[src/rtl/sad_pkg.sv]
// Shared definitions for the SAD search scheduler and the SAD engine it drives.
package sad_pkg;

  // Default widths for the B-memory address, SAD result and candidate index.
  localparam int ADDR_W_DEF = 15;
  localparam int SAD_W_DEF  = 32;
  localparam int IDX_W_DEF  = 7;

  // Largest representable SAD; the "nothing found yet" value of the tracker.
  localparam logic [SAD_W_DEF-1:0] SAD_MAX = '1;

  // Engine handshake levels: Go and Done are both single-cycle, active-high
  // pulses, and the engine result is only meaningful while Done is high.
  localparam logic ENG_GO_ON   = 1'b1;
  localparam logic ENG_GO_OFF  = 1'b0;
  localparam logic ENG_DONE_ON = 1'b1;

  // Scheduler states, 2-bit encoding shared with anything that decodes it.
  typedef enum logic [1:0] {
    ST_IDLE   = 2'd0,
    ST_LAUNCH = 2'd1,
    ST_WAIT   = 2'd2,
    ST_FINISH = 2'd3
  } search_state_t;

endpackage

[src/rtl/sad_min_tracker.sv]
// Running minimum of SAD results with the index of the first minimum seen.
module sad_min_tracker
  import sad_pkg::*;
#(
  parameter int SAD_W = SAD_W_DEF,
  parameter int IDX_W = IDX_W_DEF
) (
  input  logic             Clk,
  input  logic             Rst,
  input  logic             Clear,
  input  logic             Valid,
  input  logic [SAD_W-1:0] Sad,
  input  logic [IDX_W-1:0] Idx,
  output logic [SAD_W-1:0] Best_Sad,
  output logic [IDX_W-1:0] Best_Idx
);

  logic [SAD_W-1:0] best_sad_reg;
  logic [IDX_W-1:0] best_idx_reg;

  // Strict less-than keeps the earlier index on ties; Clear restarts at SAD_MAX.
  always_ff @(posedge Clk) begin
    if (Rst || Clear) begin
      best_sad_reg <= '1;
      best_idx_reg <= '0;
    end else if (Valid && (Sad < best_sad_reg)) begin
      best_sad_reg <= Sad;
      best_idx_reg <= Idx;
    end
  end

  assign Best_Sad = best_sad_reg;
  assign Best_Idx = best_idx_reg;

endmodule

[src/rtl/sad_search_ctrl.sv]
// Search scheduler: launches the SAD engine once per candidate block, walks
// the candidate addresses and reports the best match with a Done pulse.
module sad_search_ctrl
  import sad_pkg::*;
#(
  parameter int ADDR_W = ADDR_W_DEF,
  parameter int SAD_W  = SAD_W_DEF,
  parameter int IDX_W  = IDX_W_DEF
) (
  input  logic              Clk,
  input  logic              Rst,
  input  logic              Start,
  input  logic              Abort,
  input  logic [IDX_W-1:0]  Num_Cand,
  input  logic [ADDR_W-1:0] Base_Addr,
  input  logic [ADDR_W-1:0] Stride,
  output logic              Eng_Go,
  output logic [ADDR_W-1:0] Eng_B_Base,
  input  logic              Eng_Done,
  input  logic [SAD_W-1:0]  Eng_Sad,
  output logic              Busy,
  output logic              Done,
  output logic [SAD_W-1:0]  Best_Sad,
  output logic [IDX_W-1:0]  Best_Idx
);

  search_state_t     state_reg;
  logic [IDX_W-1:0]  num_cand_reg;
  logic [IDX_W-1:0]  cnt_reg;
  logic [IDX_W-1:0]  cnt_next;
  logic [ADDR_W-1:0] stride_reg;
  logic [ADDR_W-1:0] cur_addr_reg;
  logic [ADDR_W-1:0] eng_b_base_reg;
  logic              eng_go_reg;
  logic              busy_reg;
  logic              done_reg;
  logic              start_accept;
  logic              result_accept;

  // Cnt only reaches Num_Cand-1 before the search ends, so +1 never wraps.
  assign cnt_next = cnt_reg + IDX_W'(1);

  // A new search clears the tracker; a result counts only in WAIT and only
  // when no Abort arrives in the same cycle.
  assign start_accept  = (state_reg == ST_IDLE) && Start;
  assign result_accept = (state_reg == ST_WAIT) && (Eng_Done == ENG_DONE_ON) && !Abort;

  // Scheduler FSM with counters, address generator and registered outputs.
  always_ff @(posedge Clk) begin
    if (Rst) begin
      state_reg      <= ST_IDLE;
      num_cand_reg   <= '0;
      stride_reg     <= '0;
      cur_addr_reg   <= '0;
      cnt_reg        <= '0;
      eng_go_reg     <= ENG_GO_OFF;
      eng_b_base_reg <= '0;
      busy_reg       <= 1'b0;
      done_reg       <= 1'b0;
    end else if (Abort && (state_reg != ST_IDLE)) begin
      // Abort drops straight back to IDLE; partial best results are kept.
      state_reg  <= ST_IDLE;
      eng_go_reg <= ENG_GO_OFF;
      busy_reg   <= 1'b0;
      done_reg   <= 1'b0;
    end else begin
      case (state_reg)
        ST_IDLE: begin
          done_reg <= 1'b0;
          if (Start) begin
            num_cand_reg <= Num_Cand;
            stride_reg   <= Stride;
            cur_addr_reg <= Base_Addr;
            cnt_reg      <= '0;
            busy_reg     <= 1'b1;
            state_reg    <= (Num_Cand == '0) ? ST_FINISH : ST_LAUNCH;
          end
        end
        ST_LAUNCH: begin
          eng_go_reg     <= ENG_GO_ON;
          eng_b_base_reg <= cur_addr_reg;
          state_reg      <= ST_WAIT;
        end
        ST_WAIT: begin
          eng_go_reg <= ENG_GO_OFF;
          if (Eng_Done == ENG_DONE_ON) begin
            cnt_reg      <= cnt_next;
            // Address arithmetic is modulo 2^ADDR_W by construction.
            cur_addr_reg <= cur_addr_reg + stride_reg;
            state_reg    <= (cnt_next == num_cand_reg) ? ST_FINISH : ST_LAUNCH;
          end
        end
        ST_FINISH: begin
          done_reg  <= 1'b1;
          busy_reg  <= 1'b0;
          state_reg <= ST_IDLE;
        end
        default: begin
          state_reg <= ST_IDLE;
        end
      endcase
    end
  end

  sad_min_tracker #(
    .SAD_W (SAD_W),
    .IDX_W (IDX_W)
  ) u_min_tracker (
    .Clk      (Clk),
    .Rst      (Rst),
    .Clear    (start_accept),
    .Valid    (result_accept),
    .Sad      (Eng_Sad),
    .Idx      (cnt_reg),
    .Best_Sad (Best_Sad),
    .Best_Idx (Best_Idx)
  );

  assign Eng_Go     = eng_go_reg;
  assign Eng_B_Base = eng_b_base_reg;
  assign Busy       = busy_reg;
  assign Done       = done_reg;

endmodule

[config.mk]
export PLATFORM = sky130hd
export DESIGN_NAME = sad_search_ctrl
export DESIGN_NICKNAME = d
export VERILOG_FILES = /design/src/rtl/sad_pkg.sv /design/src/rtl/sad_min_tracker.sv /design/src/rtl/sad_search_ctrl.sv
export SDC_FILE = /design/constraint.sdc
export NUM_CORES = 1
export LEC_CHECK = 0
export ABC_CLOCK_PERIOD_IN_PS = 3400
export BUFFER_PORTS_ARGS = -buffer_cell sky130_fd_sc_hd__buf_2
export CAP_MARGIN = 20
export CORE_MARGIN = 3
export CORE_UTILIZATION = 54
export DETAILED_ROUTE_END_ITERATION = 8
export PLACE_DENSITY = 0.89
export SYNTH_ARGS = -nofsm -noshare
export SYNTH_HDL_FRONTEND = slang
export SYNTH_SLANG_ARGS = --single-unit
[constraint.sdc]
create_clock -name Clk -period 3.4 [get_ports Clk]
set_clock_uncertainty 0.05 [all_clocks]
set_input_delay 0.68 -clock Clk [delete_from_list [all_inputs] [get_ports Clk]]
set_output_delay 0.68 -clock Clk [all_outputs]
set_load 0.01 [all_outputs]
# [Word level (Yosys, flattened, before mapping)]
# Cells that the tools add are included.
# Widths: inputs -> output; s select.
[word_totals] ram_bits=0 output_inout_bits=57 reg_bits=103 elab_cells=55 memories=0 latchBits=0 rom_bits=0 in_bits=74
[classes] shift=0 addsub=2 eq_ne=6 n_reduce_logical=19 div_mod_pow=0 magnitude_cmp=1 multipliers=0 mux=15 bitwise_logic=1
[ops] cell="$lt 32x32->1" n=1
[ops] cell="$mux 15" n=2
[ops] cell="$pmux 15 s2" n=1
[ops] cell="$add 15x15->15" n=1
[ops] cell="$mux 7" n=2
[ops] cell="$pmux 7 s2" n=1
[ops] cell="$mux 2" n=4
[ops] cell="$pmux 2 s4" n=1
[ops] cell="$reduce_bool 2->1" n=4
[ops] cell="$add 7x1->7 const B" n=1
[ops] cell="$eq 7x7->1" n=1
[ops] cell="$logic_not 7->1" n=1
[ops] cell="$pmux 1 s2" n=3
[ops] cell="$reduce_and 2->1" n=3
[ops] cell="$logic_and 1x1->1" n=5
[ops] cell="$eq 2x2->1 const B" n=2
[ops] cell="$ne 2x2->1 const B" n=2
[ops] cell="$reduce_and 4->1" n=1
[ops] cell="$reduce_and 3->1" n=1
[ops] cell="$eq 2x1->1 const B" n=1
[ops] cell="$logic_not 2->1" n=1
[ops] cell="$reduce_or 2->1" n=1
[ops] cell="$logic_not 1->1" n=1
[ops] cell="$logic_or 1x1->1" n=1
[ops] cell="2 further kinds" n=2

# [Longest topological paths before layout]
# Gate-level depths: netlist of the first run.
[depth] depth_word=5 mapped_depth=10 depth_no_buf=10

# [By module]
# Synthesis of the first run repeated with hierarchy kept, for this count alone.
[unflattened] cells_unflattened=732 hier_area_um2=5756.8
[by_module_without_submodules] mod="sad_search_ctrl" instances=1 area_per_inst_um2=3422.0 cells_per_inst=444 seq_area_each_um2=1281.2
[by_module_without_submodules] mod="sad_min_tracker" instances=1 area_per_inst_um2=2334.7 cells_per_inst=288 seq_area_each_um2=780.7

# [Worst setup path after synthesis of the first run]
# Ideal clock, no wire load.
[synth_timing] path_kind="in2reg" startpoint="input port Eng_Sad[14]" endpoint="register u_min_tracker.best_idx_reg[0] (netlist: u_min_tracker.Best_Idx[0])" cell_stages=9 required_time_ns=3.224 path_buffers=1 t_arrival_ns=2.467 setup_slack_ns=0.757 setup_time_ns=0.126 cell_sequence="ha_1 -> nand4_1 -> or4_1 -> or4_1 -> nand3_1 -> a21oi_2 -> buf_6 -> mux2i_1 -> nor2_1"
[synth_via] elab_chain_len=2
[synth_rtl] item="from (decl)" line="sad_search_ctrl.sv:20" text="input logic [SAD_W-1:0] Eng_Sad,"
[synth_rtl] item="$lt 32x32->1" line="sad_min_tracker.sv:26" text="end else if (Valid && (Sad < best_sad_reg)) begin"
[synth_rtl] item="$logic_and 1x1->1" line="sad_min_tracker.sv:26"
[synth_rtl] item="to (signal assigned)" line="sad_min_tracker.sv:28" text="best_idx_reg <= Idx;"
[synth_rtl] item="to (decl)" line="sad_min_tracker.sv:19" text="logic [IDX_W-1:0] best_idx_reg;"
# Every way passes these cells.
# A chain may end at the register's enable or synchronous reset.

# [Worst setup path after layout of the first run]
[layout_timing] startpoint="register cur_addr_reg[0]" endpoint="register cur_addr_reg[10]"
[layout_via] elab_chain_len=3
[layout_rtl] item="from (decl)" line="sad_search_ctrl.sv:32" text="logic [ADDR_W-1:0] cur_addr_reg;"
[layout_rtl] item="from (signal assigned)" line="sad_search_ctrl.sv:73" text="cur_addr_reg <= Base_Addr;"
[layout_rtl] item="from (signal assigned)" line="sad_search_ctrl.sv:89" text="cur_addr_reg <= cur_addr_reg + stride_reg;"
[layout_rtl] item="$add 15x15->15" line="sad_search_ctrl.sv:89"
[layout_rtl] item="$mux 15" line="sad_search_ctrl.sv:86" text="if (Eng_Done == ENG_DONE_ON) begin"
[layout_rtl] item="$pmux 15 s2" line="sad_search_ctrl.sv:67" text="case (state_reg)"
# Every way passes these cells. The select of a mux whose other input is x is not followed.

==> impl_metrics.yaml, run 1 <==
status:
  outcome: "completed"
synthesis:
  synth_ff_type: "dfxtp_1"
  syn_nets: 810
  synth-seq-cells: 103
  netlist_area_mm2: 0.00547
  avgSynthCellArea_um2: 7.99
  yosys-top-cells-area: "dfxtp_1, ha_1, nand2_1"
  yosysWarnings: 0
  syn_inst: 685
  yosys.area.top_type_share: 0.377
  synth-seq-area-share: 0.377
  synth_edf_count: 0
  yosys.cell_types.count: 50
  async_flop_share: 0
  yosysTopAreaCell: "dfxtp_1"
grt:
  grt_usage: 0.245
  grt_start_max_net_pins: 40
  grt_pass1_wl_um: 23000
  grt_overflow: 0
  antenna_found_initial: 0
  grt_pass1_vias: 5013
worst_setup_path:
  worst-r2r-setup-slack_ps: 780
  cp.required_ps: 3670
  startpoint: "cur_addr_reg[0]$_SDFFE_PP0P_"
  worst_ep_arrival_time_ps: 2880
  end_kind: "flop"
  worstSetupPathType: "flop to flop"
  r2r-start: "cur_addr_reg[0]$_SDFFE_PP0P_"
  reg2reg_depth: 10
  crit_fanout: 5
  regToRegEndpoint: "cur_addr_reg[10]$_SDFFE_PP0P_"
  start_kind: "flop"
finish:
  syn_to_final_growth_pct: 18.2
  stdcell_count: 941
  final_common_cell: "nand2_1"
  finish.utilization: 0.659
  nets: 927
  largest_reg_flops: 32
  drive_gt1_frac: 0.197
  mostFrequentLayoutCells: "nand2_1, buf_2, dfxtp_1"
sta:
  min_period_ps: 2620
  rsz0062_at_grt: "no"
  finalSetupViolations: 0
  fin_crit_sh: 0.770
  max_clock_freq_mhz: 382
  slew_headroom: 0.471
  worst_pin_slew_ps: 794
  finalHoldViolations: 0
  slew_viol_final: 0
  final.setup.tns_ps: 0
cts:
  insertion_delay_ps: 380
  cts_buffer_depth: 2
  cts_root_buffer: "clkbuf_8"
  cts_buffers: 9
  ctsResizeCount: 0
  path_clk_slew_ps: 100
  cts_tree: "built"
  post_cts_buffers: 0
  numClockSinks: 103
  htree_levels: 3
  hold_buffers: 0
floorplanning:
  die_area_mm2: 0.0114
  die_w_um: 107
  initial_core_util: 0.557
  rows: 36
  ios: 131
  fp.dieH_um: 107
  fp.coreArea_mm2: 0.00982
worst_hold_path:
  holdPathEnd: "Eng_B_Base[3]$_SDFFE_PP0P_"
  hold_path_class: "flop to flop"
  whs_path_depth: 2
  min_from: "Eng_B_Base[3]$_SDFFE_PP0P_"
detailed_routing:
  drcViolationCount: 0
  wl_per_cell_um: 14.7
  dr.pass1.iters: 7
  viasPerCell: 5.53
  ant_nets: 0
  drtIter0Drc: 315
  routed_wl_um: 13800
  dr_total_vias: 5203
place:
  hpwl_um: 10300
  portBuffers: 130
  place_inst: 924
  globalplace.congestion: 0.888
flow_run:
  drv_cap: 0
pwr:
  peakVddDrop_uv: 340
  power_leakage_uw: 0.00298
  p_per_area_mw_per_mm2: 592
worst max-delay path by stage:
stage          depth (start not counted)  slack, ps                                endpoint
6_report                              10        780           cur_addr_reg[10]$_SDFFE_PP0P_
5_1_grt                               10        580           cur_addr_reg[10]$_SDFFE_PP0P_
4_1_cts                               10        810           cur_addr_reg[10]$_SDFFE_PP0P_
3_5_place_dp                          10        440  u_min_tracker.Best_Idx[4]$_SDFFE_PP0P_
3_3_place_gp                          10        500  u_min_tracker.Best_Idx[4]$_SDFFE_PP0P_
2_1_floorplan                          9        760  u_min_tracker.Best_Idx[0]$_SDFFE_PP0P_
worst max-delay path, cell delays in order, from the launching register on:
cell and delay, ps:
dfxtp_1 370, ha_1 190, inv_1 60, fa_1 380, nor2b_1 240, o211a_1 200
o21ai_1 100, a32oi_1 420, xnor2_1 120, a211o_1 290, a21oi_1 130
cell usage after synthesis, types with 8 or more instances:
cell type  count
a211oi_1      13
a21oi_1       72
clkbuf_1      21
dfxtp_1      103
ha_1          50
inv_1         41
mux2i_1       12
nand2_1      138
nand3_1       14
nor2_1        54
nor2b_1        8
nor3_1        13
o211ai_1      31
o21ai_0       12
xnor2_1       17
metal layers:
metal,vias up,GRT usage,routed length (um)
met5,-,0,0
met4,0,0.0785,229
met3,23,0.0488,844
met2,170,0.407,6480
met1,2396,0.319,6250
li1,2614,-,-
metrics by stage:
stage               hold slack (ps)  worst slack [ps]  power, uW  area, um2
floorplan                       382               757       2590       5470
global placement                391               495       2980       6260
detailed placement              395               439       3020       6260
CTS                             409               809       3830       6460
global route                    426               578       4080       6460
finish                          407               783       3830       6470
kinds of logic after synthesis:
group           Yosys count  share of synthesized area
compound gates          161                      0.187
fa+ha+maj                51                      0.118
flops                   103                      0.377
xor+xnor                 22                     0.0352
simple gates            261                      0.207
mux                      12                     0.0219
buf+inv                  75                     0.0542
power by group:
group | switching, uW | internal, uW | total, uW | leakage, uW
registers | 130 | 1390 | 1520 | 0.000839
logic | 931 | 561 | 1490 | 0.00203
clock network | 453 | 365 | 818 | 0.000103
total | 1510 | 2320 | 3830 | 0.00298
final cells by class:
type / count / area [um2]
Inverter: 41 / 154
Multi-Input combinational cell: 507 / 3120
Clock buffer: 10 / 138
Timing Repair Buffer: 140 / 751
Sequential cell: 103 / 2060
Tap cell: 133 / 166
Clock inverter: 6 / 68.8
Antenna cell: 1 / 2.50
Fill cell: 832 / 3350
Power figures use the tool's default switching activity.
==> run 2: changes to the inputs <==
--- a/config.mk
+++ b/config.mk
@@ -5,13 +5,14 @@
 export SDC_FILE = /design/constraint.sdc
 export NUM_CORES = 1
 export LEC_CHECK = 0
-export ABC_CLOCK_PERIOD_IN_PS = 3400
+export ABC_AREA = 1
+export ABC_CLOCK_PERIOD_IN_PS = 2500
 export BUFFER_PORTS_ARGS = -buffer_cell sky130_fd_sc_hd__buf_2
 export CAP_MARGIN = 20
 export CORE_MARGIN = 3
-export CORE_UTILIZATION = 54
+export CORE_UTILIZATION = 55
 export DETAILED_ROUTE_END_ITERATION = 8
-export PLACE_DENSITY = 0.89
+export PLACE_DENSITY = 0.9
 export SYNTH_ARGS = -nofsm -noshare
 export SYNTH_HDL_FRONTEND = slang
 export SYNTH_SLANG_ARGS = --single-unit
==> constraint.sdc (replaced) <==
create_clock -name Clk -period 2.5 [get_ports Clk]
set_clock_uncertainty 0.05 [all_clocks]
set_input_delay 0.5 -clock Clk [delete_from_list [all_inputs] [get_ports Clk]]
set_output_delay 0.5 -clock Clk [all_outputs]
set_load 0.01 [all_outputs]
==> impl_metrics.yaml, run 2 <==
detailed_routing:
  dr_total_vias: 5933
  drcViolationCount: 0
  wl_per_cell_um: 13.5
  drtIter0Drc: 350
  viasPerCell: 5.39
  ant_nets: 0
  routed_wl_um: 14900
  dr.pass1.iters: 5
pwr:
  combPwrFrac: 0.422
  swShare: 0.424
  power_leakage_uw: 0.00366
  peakVddDrop_uv: 566
  power.net_switching_uw: 2460
  p_int_uw: 3350
  p_per_area_mw_per_mm2: 854
  pwr-share-clk: 0.193
  seqPwrFrac: 0.386
floorplanning:
  fp.dieH_um: 109
  die_w_um: 109
  initial_core_util: 0.568
  fp.coreArea_mm2: 0.0103
  ios: 131
  rows: 37
  die_area_mm2: 0.0119
finish:
  stdcell_count: 1100
  nets: 1084
  largest_reg_flops: 32
  final_common_cell: "nand2_1"
  finish.utilization: 0.658
  diodes: 0
  drive_gt1_frac: 0.190
  mostFrequentLayoutCells: "nand2_1, buf_2, nand3_1"
  syn_to_final_growth_pct: 15.9
sta:
  min_period_ps: 2270
  rsz0062_at_grt: "no"
  whs_ps: 312
  fin_crit_sh: 0.909
  max_clock_freq_mhz: 440
  finalHoldViolations: 0
  worst_pin_slew_ps: 535
  finalSetupViolations: 0
  final.setup.tns_ps: 0
  slew_viol_final: 0
  slew_headroom: 0.643
worst_setup_path:
  crit_path_max_incr_delay_ps: 390
  reg2reg_depth: 11
  worst-r2r-setup-slack_ps: 230
  crit_fanout: 23
  end_kind: "flop"
  path_buf_inv: 4
  worst_ep_arrival_time_ps: 2470
  path_cells: "inv_1 > ha_1 > clkinv_4 > o22ai_2 > inv_2 > o21ai_2 > nor2_8 > inv_4 > a21oi_1 > o21ai_0 > a21oi_2"
  crit_family: "compound AO/OA/AOI/OAI gates"
  start_kind: "flop"
  cp_slowest_cell: "ha_1"
  worstSetupPathType: "flop to flop"
  startpoint: "state_reg[0]$_SDFFE_PP0P_"
  r2r-start: "state_reg[0]$_SDFFE_PP0P_"
  cp.required_ps: 2700
  regToRegEndpoint: "cur_addr_reg[4]$_SDFFE_PP0P_"
place:
  hpwl_um: 11000
  place_inst: 1084
  portBuffers: 130
  globalplace.congestion: 0.950
flow_run:
  drv_cap: 0
synthesis:
  yosys-top-cells-area: "dfxtp_1, nand2_1, ha_1"
  syn_nets: 967
  netlist_area_mm2: 0.00586
  synth_most_common_cell: "nand2_1"
  yosysTopAreaCell: "dfxtp_1"
  netlist_top_cells_count: "nand2_1, nand3_1, dfxtp_1"
  yosys.cell_types.count: 39
  yosysWarnings: 0
  synth-seq-cells: 103
  synth_edf_count: 0
  synth-seq-area-share: 0.352
  avgSynthCellArea_um2: 6.96
  yosys.area.top_type_share: 0.352
  async_flop_share: 0
  syn_inst: 842
  synth_ff_type: "dfxtp_1"
worst_hold_path:
  whs_path_depth: 3
  hold_path_class: "input port to flop"
  min_from: "Stride[8]"
  holdPathEnd: "stride_reg[8]$_SDFFE_PP0P_"
cts:
  htree_levels: 3
  cts_tree: "built"
  cts_buffer_depth: 2
  post_cts_buffers: 0
  insertion_delay_ps: 380
  numClockSinks: 103
  cts_buffers: 9
  cts_root_buffer: "clkbuf_8"
  hold_buffers: 0
  ctsResizeCount: 0
  path_clk_slew_ps: 110
grt:
  grt_usage: 0.252
  antenna_found_initial: 0
  grt_start_max_net_pins: 41
  grt_overflow: 0
  grt_pass1_vias: 5550
  grt_pass1_wl_um: 24500
status:
  outcome: "completed"
## run 2: changes by cell type after synthesis, moves of 10 or more
cell,change
o21ai_0,+45
a21oi_1,-11
mux2i_1,-12
nand2_1,+51
nor2_1,+37
a211oi_1,-13
nand3_1,+102
xnor2_1,-14
nor3_1,-10
inv_1,+46
o211ai_1,-30
## run 2: through the flow
step / cell area, um2 / total power [uW] / setup slack [ps]
after floorplan: 5860 / 4070 / 569
after global placement: 6590 / 4600 / 248
after detailed placement: 6590 / 4690 / 124
after CTS: 6800 / 5820 / 225
after global routing: 6800 / 6240 / 43.9
final: 6800 / 5810 / 228
## run 2: cell type report
class,count,area (um2)
well taps,136,170
clock inverters,7,86.3
multi-input cells,612,3240
inverters,91,349
repair buffers,142,766
fillers,862,3530
flip-flops and latches,103,2060
clock buffers,9,124
## run 2: layer usage
metal,global-route usage,vias to the layer above,part of all wire
met5,0,-,0
met4,0.0882,0,0.022
met3,0.0361,29,0.062
met2,0.441,195,0.49
met1,0.316,2718,0.43
li1,-,2991,-
## run 2: logic make-up after synthesis
kind of cell,Yosys count,share of synthesized area
buf+inv,127,0.0965
fa+ha+maj,51,0.110
flops,103,0.352
simple gates,420,0.308
compound gates,135,0.125
xor+xnor,6,0.00896
## run 2: power by group through the flow
stage | sequential [uW] | clock (uW) | combinational, uW
3_3_place_gp | 2260 | 0 | 2350
3_5_place_dp | 2270 | 0 | 2420
2_1_floorplan | 2290 | 0 | 1780
4_1_cts | 2240 | 1140 | 2450
5_1_grt | 2280 | 1180 | 2780
6_report | 2240 | 1120 | 2450
## run 2: worst min-delay path, stage by stage
cell and delay, ps:
buf_2 70, o21ai_0 70, nor2_1 70
## run 2: how the worst max path moves through the flow
| stage | end | slack, ps | cells past startpoint |
|---|---|---|---|
| after detailed placement | u_min_tracker.Best_Sad[1]$_SDFFE_PP1P_ | 120 | 11 |
| after CTS | cur_addr_reg[4]$_SDFFE_PP0P_ | 220 | 11 |
| after floorplan | u_min_tracker.Best_Sad[10]$_SDFFE_PP1P_ | 570 | 10 |
| final | cur_addr_reg[4]$_SDFFE_PP0P_ | 230 | 11 |
| after global routing | cur_addr_reg[4]$_SDFFE_PP0P_ | 40 | 11 |
| after global placement | u_min_tracker.Best_Sad[2]$_SDFFE_PP1P_ | 250 | 15 |
==> run 3: changes to the inputs <==
==> constraint.sdc (replaced) <==
create_clock -name Clk -period 2.5 [get_ports Clk]
set_clock_uncertainty 0.05 [all_clocks]
set_input_delay 0.75 -clock Clk [delete_from_list [all_inputs] [get_ports Clk]]
set_output_delay 0.75 -clock Clk [all_outputs]
set_load 0.01 [all_outputs]
==> impl_metrics.yaml, run 3 (synthesis results as in run 2) <==
detailed_routing:
  drcViolationCount: 0
  dr.pass1.iters: 7
  routed_wl_um: 14700
  dr_total_vias: 5917
  viasPerCell: 5.37
  ant_nets: 0
  wl_per_cell_um: 13.4
  drtIter0Drc: 417
pwr:
  p_per_area_mw_per_mm2: 850
  peakVddDrop_uv: 522
  power_leakage_uw: 0.00367
floorplanning:
  die_w_um: 109
  rows: 37
  die_area_mm2: 0.0119
  fp.dieH_um: 109
  fp.coreArea_mm2: 0.0103
  initial_core_util: 0.568
  ios: 131
finish:
  largest_reg_flops: 32
  syn_to_final_growth_pct: 16.0
  nets: 1085
  finish.utilization: 0.659
  diodes: 0
  drive_gt1_frac: 0.190
  final_area_mm2: 0.00680
  mostFrequentLayoutCells: "nand2_1, buf_2, nand3_1"
  final_common_cell: "nand2_1"
worst_setup_path:
  end_kind: "flop"
  crit_fanout: 16
  worstSetupPathType: "flop to flop"
  worst_ep_arrival_time_ps: 2440
  start_kind: "flop"
  cp.required_ps: 2760
sta:
  min_period_ps: 2180
  slew_headroom: 0.665
  max_clock_freq_mhz: 459
  rsz0062_at_grt: "no"
  slew_viol_final: 0
  finalSetupViolations: 0
  worst_pin_slew_ps: 502
  final.setup.tns_ps: 0
  fin_crit_sh: 0.872
  finalHoldViolations: 0
place:
  globalplace.congestion: 0.954
  place_area_mm2: 0.00660
  hpwl_um: 10900
  portBuffers: 130
cts:
  numClockSinks: 103
  cts_tree: "built"
  cts_buffers: 9
  hold_buffers: 0
  path_clk_slew_ps: 100
  htree_levels: 3
  post_cts_buffers: 0
  cts_buffer_depth: 2
  ctsResizeCount: 0
  cts_root_buffer: "clkbuf_8"
  insertion_delay_ps: 370
flow_run:
  drv_cap: 0
worst_hold_path:
  hold_path_class: "flop to flop"
grt:
  grt_pass1_wl_um: 23600
  grt_usage: 0.245
  antenna_found_initial: 0
  grt_start_max_net_pins: 44
  grt_pass1_vias: 5302
  grt_overflow: 0
status:
  outcome: "completed"
run 3: cell types whose count changed in the layout (fill, tap and decap cells not counted), sizes merged:
cell / before / now
buf: 142 / 143
clkbuf: 9 / 12
inv: 92 / 90
clkinv: 5 / 4
run 3: final cells by class:
type	count	area [um2]
Clock buffer	12	155
Inverter	91	349
Tap cell	136	170
Fill cell	876	3520
Sequential cell	103	2060
Clock inverter	4	52.6
Multi-Input combinational cell	612	3240
Timing Repair Buffer	143	773
run 3: power breakdown:
group | leakage, uW | switching (uW) | internal (uW)
logic | 0.00272 | 1560 | 864
registers | 0.000842 | 248 | 2000
clock network | 0.000107 | 588 | 523
total | 0.00367 | 2400 | 3380
run 3: per-stage QoR:
step / total power (uW) / hold slack [ps] / worst slack [ps] / cells
after global routing: 6210 / 446 / 185 / 1101
final: 5780 / 415 / 320 / 1101
after CTS: 5780 / 418 / 347 / 1101
after floorplan: 4070 / 394 / 319 / 842
after global placement: 4610 / 395 / 65.1 / 1085
after detailed placement: 4670 / 404 / 14.1 / 1085
run 3: final timing paths:
| path | depth (start not counted) | slack, ps | start | to |
|---|---|---|---|---|
| hold reg to reg | 2 | 410 | Done$_SDFFE_PP0P_ | Done$_SDFFE_PP0P_ |
| hold / removal | 2 | 410 | Done$_SDFFE_PP0P_ | Done$_SDFFE_PP0P_ |
| setup reg to reg | 11 | 320 | state_reg[1]$_SDFFE_PP0P_ | cnt_reg[6]$_SDFFE_PP0P_ |
| setup / recovery | 11 | 320 | state_reg[1]$_SDFFE_PP0P_ | cnt_reg[6]$_SDFFE_PP0P_ |
run 3: per-layer routing:
layer | vias up | GRT usage | wire length (um)
met5 | - | 0 | 0
met4 | 0 | 0.0899 | 296
met3 | 27 | 0.0367 | 933
met2 | 224 | 0.429 | 7300
met1 | 2681 | 0.303 | 6210
li1 | 2985 | - | -
run 3: worst max-delay path: stages, from the launching register on:
cell     delay, ps
dfxtp_1        410
inv_1           80
ha_1           240
inv_1          150
o22ai_2        130
inv_2           70
o21ai_2         90
nor2_8         280
nand2_4        200
inv_1          190
nand3_1        100
a21oi_1        120
